**config.mk**
```make
export PLATFORM = sky130hd
export DESIGN_NAME = mdu_hilo_flat
export DESIGN_NICKNAME = d
export VERILOG_FILES = /design/src/rtl/mdu_hilo_if.sv /design/src/rtl/mdu_hilo.sv /design/src/flat_wrapper.sv
export SDC_FILE = /design/constraint.sdc
export NUM_CORES = 1
export LEC_CHECK = 0
export CORE_ASPECT_RATIO = 0.8
export CORE_MARGIN = 4
export CORE_UTILIZATION = 59
export DETAILED_ROUTE_END_ITERATION = 6
export PLACE_DENSITY = 0.84
export SYNTH_ARGS = -nofsm -noshare
export SYNTH_HDL_FRONTEND = slang
export SYNTH_SLANG_ARGS = --single-unit
```
**constraint.sdc**
```tcl
create_clock -name clk -period 6.8 [get_ports clk]
set_input_delay 0.68 -clock clk [delete_from_list [all_inputs] [get_ports clk]]
set_output_delay 0.68 -clock clk [all_outputs]
set_load 0.005 [all_outputs]
```
**src/rtl/mdu_hilo_if.sv**
```systemverilog
// Pipeline-to-MDU bundle: op fields and operands in, stall/read data out.
interface mdu_hilo_if #(
  parameter int WIDTH = 32
);
  logic             valid_in;
  logic             flush;
  logic [1:0]       MULT;
  logic [1:0]       DIV;
  logic [1:0]       MFHL;
  logic [1:0]       MTHL;
  logic [WIDTH-1:0] rs_value;
  logic [WIDTH-1:0] rt_value;
  logic             busy;
  logic [WIDTH-1:0] hilo_rdata;
  logic             done;

  modport master (
    output valid_in, flush, MULT, DIV,
    output MFHL, MTHL, rs_value, rt_value,
    input  busy, hilo_rdata, done
  );

  modport slave (
    input  valid_in, flush, MULT, DIV,
    input  MFHL, MTHL, rs_value, rt_value,
    output busy, hilo_rdata, done
  );
endinterface

```
**src/rtl/mdu_hilo.sv**
```systemverilog
// EX-stage multiply/divide unit with HI/LO; iterative shift-add and restoring divide.
// MDU_FAST_MUL_EN: single-cycle combinational multiply instead of iterative.
module mdu_hilo #(
  parameter int WIDTH = 32
) (
  input logic        clk,
  input logic        resetn,
  mdu_hilo_if.slave  bus
);
  localparam int CW = $clog2(WIDTH + 1);

  typedef enum logic [1:0] {
    IDLE,
    MUL_RUN,
    DIV_RUN
  } state_e;

  state_e           state_q;
  logic [WIDTH-1:0] hi_q, lo_q;
  logic [WIDTH-1:0] a_q, b_q, raw_q;
  logic [WIDTH-1:0] rem_q, quo_q;
  logic [2*WIDTH-1:0] prod_q;
  logic [CW-1:0]    cnt_q;
  logic             neg_q, sa_q, dz_q;
  logic             done_q;

  logic             is_mul, is_div, sgn, start;
  logic [WIDTH-1:0] mag_rs, mag_rt;
  logic [WIDTH:0]   msum;
  logic [2*WIDTH-1:0] prod_d, mul_res, mul_fin;
  logic             mul_last;
  logic [WIDTH:0]   dt, dsub;
  logic             dge;
  logic [WIDTH-1:0] rem_d, quo_d, q_fin, r_fin;

  assign is_mul = |bus.MULT;
  assign is_div = |bus.DIV;
  // signed variant wins within a field, DIV wins across fields
  assign sgn    = is_div ? bus.DIV[0] : bus.MULT[0];
  assign start  = bus.valid_in & ~bus.flush
                & (state_q == IDLE) & (is_mul | is_div);

  assign mag_rs = (sgn & bus.rs_value[WIDTH-1])
                ? -bus.rs_value : bus.rs_value;
  assign mag_rt = (sgn & bus.rt_value[WIDTH-1])
                ? -bus.rt_value : bus.rt_value;

  assign msum   = {1'b0, prod_q[2*WIDTH-1:WIDTH]}
                + {1'b0, (prod_q[0] ? a_q : '0)};
  assign prod_d = {msum, prod_q[WIDTH-1:1]};

`ifdef MDU_FAST_MUL_EN
  assign mul_res  = {{WIDTH{1'b0}}, a_q}
                  * {{WIDTH{1'b0}}, b_q};
  assign mul_last = 1'b1;
`else
  assign mul_res  = prod_d;
  assign mul_last = (cnt_q == CW'(1));
`endif

  assign mul_fin = neg_q ? -mul_res : mul_res;

  // remainder stays below divisor, so W bits hold it after the subtract
  assign dt    = {rem_q, quo_q[WIDTH-1]};
  assign dge   = (dt >= {1'b0, b_q});
  assign dsub  = dt - {1'b0, b_q};
  assign rem_d = dge ? dsub[WIDTH-1:0] : dt[WIDTH-1:0];
  assign quo_d = {quo_q[WIDTH-2:0], dge};
  assign q_fin = dz_q ? '1 : (neg_q ? -quo_d : quo_d);
  assign r_fin = dz_q ? raw_q : (sa_q ? -rem_d : rem_d);

  assign bus.busy = start | (state_q != IDLE);
  assign bus.done = done_q;
  assign bus.hilo_rdata = bus.MFHL[1] ? hi_q
                        : (bus.MFHL[0] ? lo_q : '0);

  always_ff @(posedge clk or negedge resetn) begin
    if (!resetn) begin
      state_q <= IDLE;
      hi_q    <= '0;
      lo_q    <= '0;
      a_q     <= '0;
      b_q     <= '0;
      raw_q   <= '0;
      rem_q   <= '0;
      quo_q   <= '0;
      prod_q  <= '0;
      cnt_q   <= '0;
      neg_q   <= 1'b0;
      sa_q    <= 1'b0;
      dz_q    <= 1'b0;
      done_q  <= 1'b0;
    end else begin
      done_q <= 1'b0;
      if (bus.valid_in & ~bus.flush & ~bus.busy) begin
        if (bus.MTHL[1]) hi_q <= bus.rs_value;
        if (bus.MTHL[0]) lo_q <= bus.rs_value;
      end
      if (bus.flush) begin
        state_q <= IDLE;
      end else begin
        unique case (state_q)
          IDLE: begin
            if (start) begin
              a_q    <= mag_rs;
              b_q    <= mag_rt;
              raw_q  <= bus.rs_value;
              prod_q <= {{WIDTH{1'b0}}, mag_rt};
              rem_q  <= '0;
              quo_q  <= mag_rs;
              cnt_q  <= CW'(WIDTH);
              neg_q  <= sgn & (bus.rs_value[WIDTH-1]
                             ^ bus.rt_value[WIDTH-1]);
              sa_q   <= sgn & bus.rs_value[WIDTH-1];
              dz_q   <= is_div & (bus.rt_value == '0);
              state_q <= is_div ? DIV_RUN : MUL_RUN;
            end
          end
          MUL_RUN: begin
            prod_q <= prod_d;
            cnt_q  <= cnt_q - CW'(1);
            if (mul_last) begin
              hi_q    <= mul_fin[2*WIDTH-1:WIDTH];
              lo_q    <= mul_fin[WIDTH-1:0];
              done_q  <= 1'b1;
              state_q <= IDLE;
            end
          end
          DIV_RUN: begin
            rem_q <= rem_d;
            quo_q <= quo_d;
            cnt_q <= cnt_q - CW'(1);
            if (cnt_q == CW'(1)) begin
              hi_q    <= r_fin;
              lo_q    <= q_fin;
              done_q  <= 1'b1;
              state_q <= IDLE;
            end
          end
          default: state_q <= IDLE;
        endcase
      end
    end
  end
endmodule

```
**src/flat_wrapper.sv**
```systemverilog
// flat-port wrapper written by rule: the top's interface ports become plain ports
module mdu_hilo_flat 
#(
  parameter int WIDTH = 32
)
  (clk, resetn, bus_valid_in, bus_flush, bus_MULT, bus_DIV, bus_MFHL, bus_MTHL, bus_rs_value, bus_rt_value, bus_busy, bus_hilo_rdata, bus_done);
  mdu_hilo_if #(.WIDTH(WIDTH)) bus_i ();
  input logic clk;
  input logic resetn;
  input wire logic [$bits(bus_i.valid_in)-1:0] bus_valid_in;
  input wire logic [$bits(bus_i.flush)-1:0] bus_flush;
  input wire logic [$bits(bus_i.MULT)-1:0] bus_MULT;
  input wire logic [$bits(bus_i.DIV)-1:0] bus_DIV;
  input wire logic [$bits(bus_i.MFHL)-1:0] bus_MFHL;
  input wire logic [$bits(bus_i.MTHL)-1:0] bus_MTHL;
  input wire logic [$bits(bus_i.rs_value)-1:0] bus_rs_value;
  input wire logic [$bits(bus_i.rt_value)-1:0] bus_rt_value;
  output wire logic [$bits(bus_i.busy)-1:0] bus_busy;
  output wire logic [$bits(bus_i.hilo_rdata)-1:0] bus_hilo_rdata;
  output wire logic [$bits(bus_i.done)-1:0] bus_done;
  assign bus_i.valid_in = bus_valid_in;
  assign bus_i.flush = bus_flush;
  assign bus_i.MULT = bus_MULT;
  assign bus_i.DIV = bus_DIV;
  assign bus_i.MFHL = bus_MFHL;
  assign bus_i.MTHL = bus_MTHL;
  assign bus_i.rs_value = bus_rs_value;
  assign bus_i.rt_value = bus_rt_value;
  assign bus_busy = bus_i.busy;
  assign bus_hilo_rdata = bus_i.hilo_rdata;
  assign bus_done = bus_i.done;
  mdu_hilo #(.WIDTH(WIDTH)) u_core (.clk(clk), .resetn(resetn), .bus(bus_i));
endmodule
```
After elaboration in Yosys (flattened, before gate mapping) --
Cells that the tools add are included. Widths: inputs -> output; s select.
Word-level totals: register bits 300, bits of input ports 76, output and inout bits 34, word-level logic and storage cells 96
Cells by class: $add $sub $neg 8, magnitude comparators 1, equal/unequal tests 6, mux-type cells 40, bitwise logic cells 13, reductions and logical operators 14
Operator list (count):
- $mux 32 | 22
- $pmux 32 s2 | 4
- $mux 64 | 2
- $neg 32->32 | 4
- $pmux 64 s2 | 1
- $neg 64->64 | 1
- $add 32x32->33 | 1
- $ge 33x32->1 | 1
- $logic_not 32->1 | 1
- $sub 32x32->32 | 1
- $pmux 6 s2 | 1
- $reduce_and 3->1 | 4
- $and 1x1->1 | 8
- $mux 2 | 4
- $reduce_bool 2->1 | 4
- $eq 6x1->1 const B | 1
- $mux 6 | 1
- $reduce_or 2->1 | 3
- $sub 6x1->6 const B | 1
- $mux 1 | 4
- $pmux 2 s2 | 1
- $ne 3x1->1 const B | 1
- $ne 3x2->1 const B | 1
- $eq 2x1->1 const B | 1
- 7 further kinds | 9

Depth between registers and ports, before layout --
depth after elaboration 11, mapped depth 20, gate-level depth less buffers 16

Worst setup path before layout --
OpenSTA, ideal clock, no wires.
path kind flip-flop to flip-flop, start register u_core.prod_q[0], end register u_core.hi_q[24], library setup time 0.138 ns, data arrival time 4.287 ns, required time 6.662 ns, setup slack 2.375 ns, stages on the path, launching flop included 18, buffers on the path 2, cells stage by stage dfrtp_1 > clkbuf_1 > and2_1 > ha_1 > inv_1 > fa_1 > nor2b_1 > o31ai_1 > o211ai_1 > xnor2_1 > nand4_1 > or4_4 > or4_1 > buf_2 > o41ai_2 > xor2_1 > a222oi_1 > o22ai_1
On the way: longest elaborated chain between the ends 7
Ends and longest elaborated chain:
- start, declared | line mdu_hilo.sv:22 | logic [2*WIDTH-1:0] prod_q;
- start signal, assigned | line mdu_hilo.sv:108 | prod_q <= {{WIDTH{1'b0}}, mag_rt};
- start signal, assigned | line mdu_hilo.sv:120 | prod_q <= prod_d;
- $mux 32 (*) | line mdu_hilo.sv:49 | + {1'b0, (prod_q[0] ? a_q : '0)};
- $add 32x32->33 (*) | line mdu_hilo.sv:49
- $neg 64->64 | line mdu_hilo.sv:61 | assign mul_fin = neg_q ? -mul_res : mul_res;
- $mux 64 (*) | line mdu_hilo.sv:61
- $mux 32 (*) | line mdu_hilo.sv:122 | if (mul_last) begin
- $pmux 32 s2 (*) | line mdu_hilo.sv:102 | unique case (state_q)
- $mux 32 (*) | line mdu_hilo.sv:99 | if (bus.flush) begin
- end signal, assigned | line mdu_hilo.sv:96 | if (bus.MTHL[1]) hi_q <= bus.rs_value;
- end signal, assigned | line mdu_hilo.sv:123 | hi_q <= mul_fin[2*WIDTH-1:WIDTH];
- end signal, assigned | line mdu_hilo.sv:134 | hi_q <= r_fin;
- end, declared | line mdu_hilo.sv:19 | logic [WIDTH-1:0] hi_q, lo_q;
Every way passes the cells marked *; elsewhere a longest branch is shown, timed or not. A chain may end at the register's enable or synchronous reset.

Worst setup path in the final report --
Same ends and word-level chain as after synthesis.

==> impl_metrics.tcl <==
set metrics [dict create \
    fin_crit_ns 5.65 \
    wire_per_inst_um 24.0 \
    crit_type "register to register" \
    viasPerCell 6.93 \
    drc 1 \
    path_buf_inv 0 \
    die_w_um 226 \
    nets 2969 \
    row_count 63 \
    max_slew_margin_pct 19.3 \
    rrSetupSlack_ns 1.15 \
    synth_edf_count 0 \
    async_flop_share_pct 100 \
    wl_um 79900 \
    synth_flop_cell "dfrtp_1" \
    grt_pass1_wl_um 123000 \
    cp_top_family "compound AO/OA/AOI/OAI gates" \
    fin_total_pwr_w 0.00939 \
    synthDistinctLibCells 79 \
    start_kind "register" \
    num_antenna_cells 0 \
    r2r_start "u_core.prod_q[0]$_DFFE_PN0P_" \
    slew_viol_final 0 \
    critPathRequiredTime_ns 7.25 \
    drtIter0Drc 3837 \
    hold_class "input pin to asynchronous set/reset pin" \
    cts-root-buf "clkbuf_16" \
    ys_ff_latch 299 \
    status "complete, but fails checks" \
    syn_inst 2828 \
    worstSetupStartpoint "u_core.prod_q[0]$_DFFE_PN0P_" \
    synth_area_um2 22400 \
    min_period_over_period_pct 83.1 \
    grt_pass1_vias 21370 \
    arrival_ns 6.10 \
    numCtsBuffers 31 \
    die-area_um2 41200 \
    pin_count 110 \
    overflow 0 \
    synth_fp_nets 2979 \
    max_freq_mhz 177 \
    via_count 23047 \
    final_util_pct 66.3 \
    finalSetupViolCount 0 \
    placed_area_um2 23800 \
    r2r-end "u_core.hi_q[24]$_DFF_PN0_" \
    grt_max_degree 147 \
    clock_skew_ns 0.0322 \
    end_kind "register" \
    postSynthAreaPerCell_um2 7.93 \
    track_usage_pct 37.6 \
    cts_tree "yes" \
    clock_latency_ns 0.60 \
    htreeDepth 1 \
    place_congestion 1.02 \
    synth_warnings 0 \
    setup_tns_ns 0 \
    fillCellCount 3138 \
    cts_sinks 299 \
    hold_buffers 0 \
    ys_seq_area_share_pct 33.3 \
    path_clk_slew_ns 0.07 \
    antenna_found_initial 3 \
    power_density_nw_per_um2 380 \
    post-cts-setup-buffers 0 \
    drive_gt1_share_pct 4.23 \
    p_leak_nw 10.8 \
    max_cap_violations 0 \
    cp_slowest_stage_delay_ns 0.93 \
    clk_path_buf_depth 3 \
    core-area_um2 37300 \
    violations "DRC" \
    path_max_fanout 33 \
    crit_top_cell "xor2_1" \
    design_area_um2 24700 \
    ff2ff_path_depth 13 \
    port_buffers 109 \
    peakVddDrop_v 0.000230 \
    cts-resized-gates 0 \
    slowest_stage "dfrtp_1" \
    hold_violations 0 \
    hpwl_um 58600 \
    first_pass_iters 7 \
    antenna_left 0 \
    area_delta_synth_final_pct 10.2 \
    cp_cell_sequence "and2_1 -> ha_1 -> a2111oi_0 -> o21ai_1 -> a41oi_1 -> xor2_1 -> nand4_1 -> or4_4 -> or4_1 -> o41ai_2 -> xor2_1 -> a222oi_1 -> o22ai_1" \
    dieHeight_um 182 \
    grt_setup_unrepaired "no" \
    worst_pin_slew_ns 1.20 \
    start_util_pct 60.2 \
]
sequential cells by signal (all words and copies together), names as in the netlist, 2 cells and up:
register / cells
u_core.lo_q: 32
u_core.raw_q: 32
u_core.a_q: 31
u_core.hi_q: 32
u_core.prod_q: 64
u_core.rem_q: 32
u_core.quo_q: 32
u_core.b_q: 32
u_core.state_q: 2
u_core.cnt_q: 6
worst reg2reg max path, stage by stage, from the launching register on:
cell and delay [ns]:
dfrtp_1 0.93, and2_1 0.24, ha_1 0.31, a2111oi_0 0.44, o21ai_1 0.27, a41oi_1 0.56
xor2_1 0.28, nand4_1 0.31, or4_4 0.64, or4_1 0.64, o41ai_2 0.43, xor2_1 0.11
a222oi_1 0.22, o22ai_1 0.12
where the power goes:
group          internal (W)  leakage [nW]  switching (W)
Combinational       0.00174          6.42        0.00295
Sequential          0.00236          3.91       0.000641
Clock              0.000931         0.476       0.000756
worst max path at each step:
stage | end | slack [ns] | depth (start not counted)
2_1_floorplan | u_core.hi_q[24]$_DFF_PN0_ | 2.37 | 17
3_3_place_gp | u_core.hi_q[24]$_DFF_PN0_ | 1.48 | 12
3_5_place_dp | u_core.hi_q[24]$_DFF_PN0_ | 1.24 | 13
4_1_cts | u_core.hi_q[24]$_DFF_PN0_ | 1.22 | 13
5_1_grt | u_core.hi_q[24]$_DFF_PN0_ | 0.80 | 12
6_report | u_core.hi_q[24]$_DFF_PN0_ | 1.15 | 13
placed cells by master (no fill, tap or decap), drive strengths merged, types with 14 or more instances in the layout:
cell type / count
clkbuf: 48
or3: 31
o22ai: 24
xnor2: 126
clkdlybuf4s50: 108
or4: 31
a22o: 61
a21o: 33
nor2b: 14
o21ai: 345
and2: 50
nand3: 31
buf: 31
ha: 73
a32oi: 16
nand4: 18
nand2b: 19
inv: 70
nor3: 46
xor2: 89
a21oi: 217
a31oi: 32
and3: 21
nand2: 460
dfrtp: 299
nor4: 19
o41ai: 24
o211ai: 16
o31ai: 50
nor2: 170
mux2i: 62
a211oi: 30
area by class of cell:
class                           count  area (µm²)  share of cell area (%)
Timing Repair Buffer              139        1330                    5.39
Multi-Input combinational cell   2274       14100                    56.8
Clock inverter                      7        40.0                   0.162
Inverter                           73         274                    1.11
Sequential cell                   299        7480                    30.3
Tap cell                          487         609                    2.46
Clock buffer                       48         930                    3.76
routing by layer:
| metal | share of wire [%] | track usage, % | wire (µm) | up-vias |
|---|---|---|---|---|
| li1 | - | - | - | 10203 |
| met4 | 4.7 | 14.2 | 3720 | 4 |
| met2 | 41 | 52.9 | 32400 | 1683 |
| met3 | 13 | 8.51 | 10700 | 238 |
| met5 | 0.035 | 0 | 28 | - |
| met1 | 41 | 56.3 | 33100 | 10919 |
cell families (layout without fill, tap and decap cells):
kind of cell	count (synthesis)	count (layout)	share of synthesized area (%)
DFF	299	299	33.3
and+or+nand+nor	961	961	20.0
buffers and inverters	255	267	4.27
AOI/OAI and AO/OA	952	952	26.5
muxes	71	71	3.22
adders and majority gates	75	75	4.25
xor gates and xnor gates	215	215	8.39
stage by stage:
| stage | setup WS (ns) | std cells | hold WS [ns] |
|---|---|---|---|
| after detailed placement | 1.24 | 3272 | 0.455 |
| after floorplan | 2.37 | 2828 | 0.384 |
| after global routing | 0.802 | 3327 | 0.124 |
| after CTS | 1.22 | 3327 | 0.0945 |
| final | 1.15 | 3327 | 0.0452 |
| after global placement | 1.48 | 3272 | 0.452 |
Yosys cell counts (all sizes together), types with 8 or more instances:
library cell / n / share of area (%)
xnor2: 126 / 4.9
nor2: 170 / 2.8
and4: 11 / 0.43
a22oi: 8 / 0.27
nor2b: 14 / 0.39
buf: 13 / 0.22
a2111oi: 9 / 0.35
a221oi: 13 / 0.54
o211ai: 16 / 0.54
nand4: 18 / 0.50
a21oi: 217 / 4.8
mux2i: 62 / 2.8
or4: 31 / 1.1
o41ai: 24 / 1.1
o31ai: 50 / 1.7
o21ai: 345 / 7.7
nand2b: 19 / 0.53
a32oi: 16 / 0.62
nand3: 31 / 0.69
dfrtp: 299 / 33
and2: 50 / 1.4
xor2: 89 / 3.5
o21a: 13 / 0.43
a21boi: 9 / 0.30
or2: 12 / 0.33
nand2: 460 / 7.7
a31oi: 32 / 0.89
nor3: 46 / 1.0
a21o: 33 / 1.1
o22ai: 24 / 0.67
or3: 31 / 0.91
a22o: 61 / 2.4
and3: 21 / 0.59
nor4: 19 / 0.53
inv: 70 / 1.2
ha: 73 / 4.1
a211oi: 30 / 1.0
clkbuf: 169 / 2.8
mux2: 9 / 0.45
nor3b: 9 / 0.30
No activity file was read; power rests on OpenSTA's default activity.
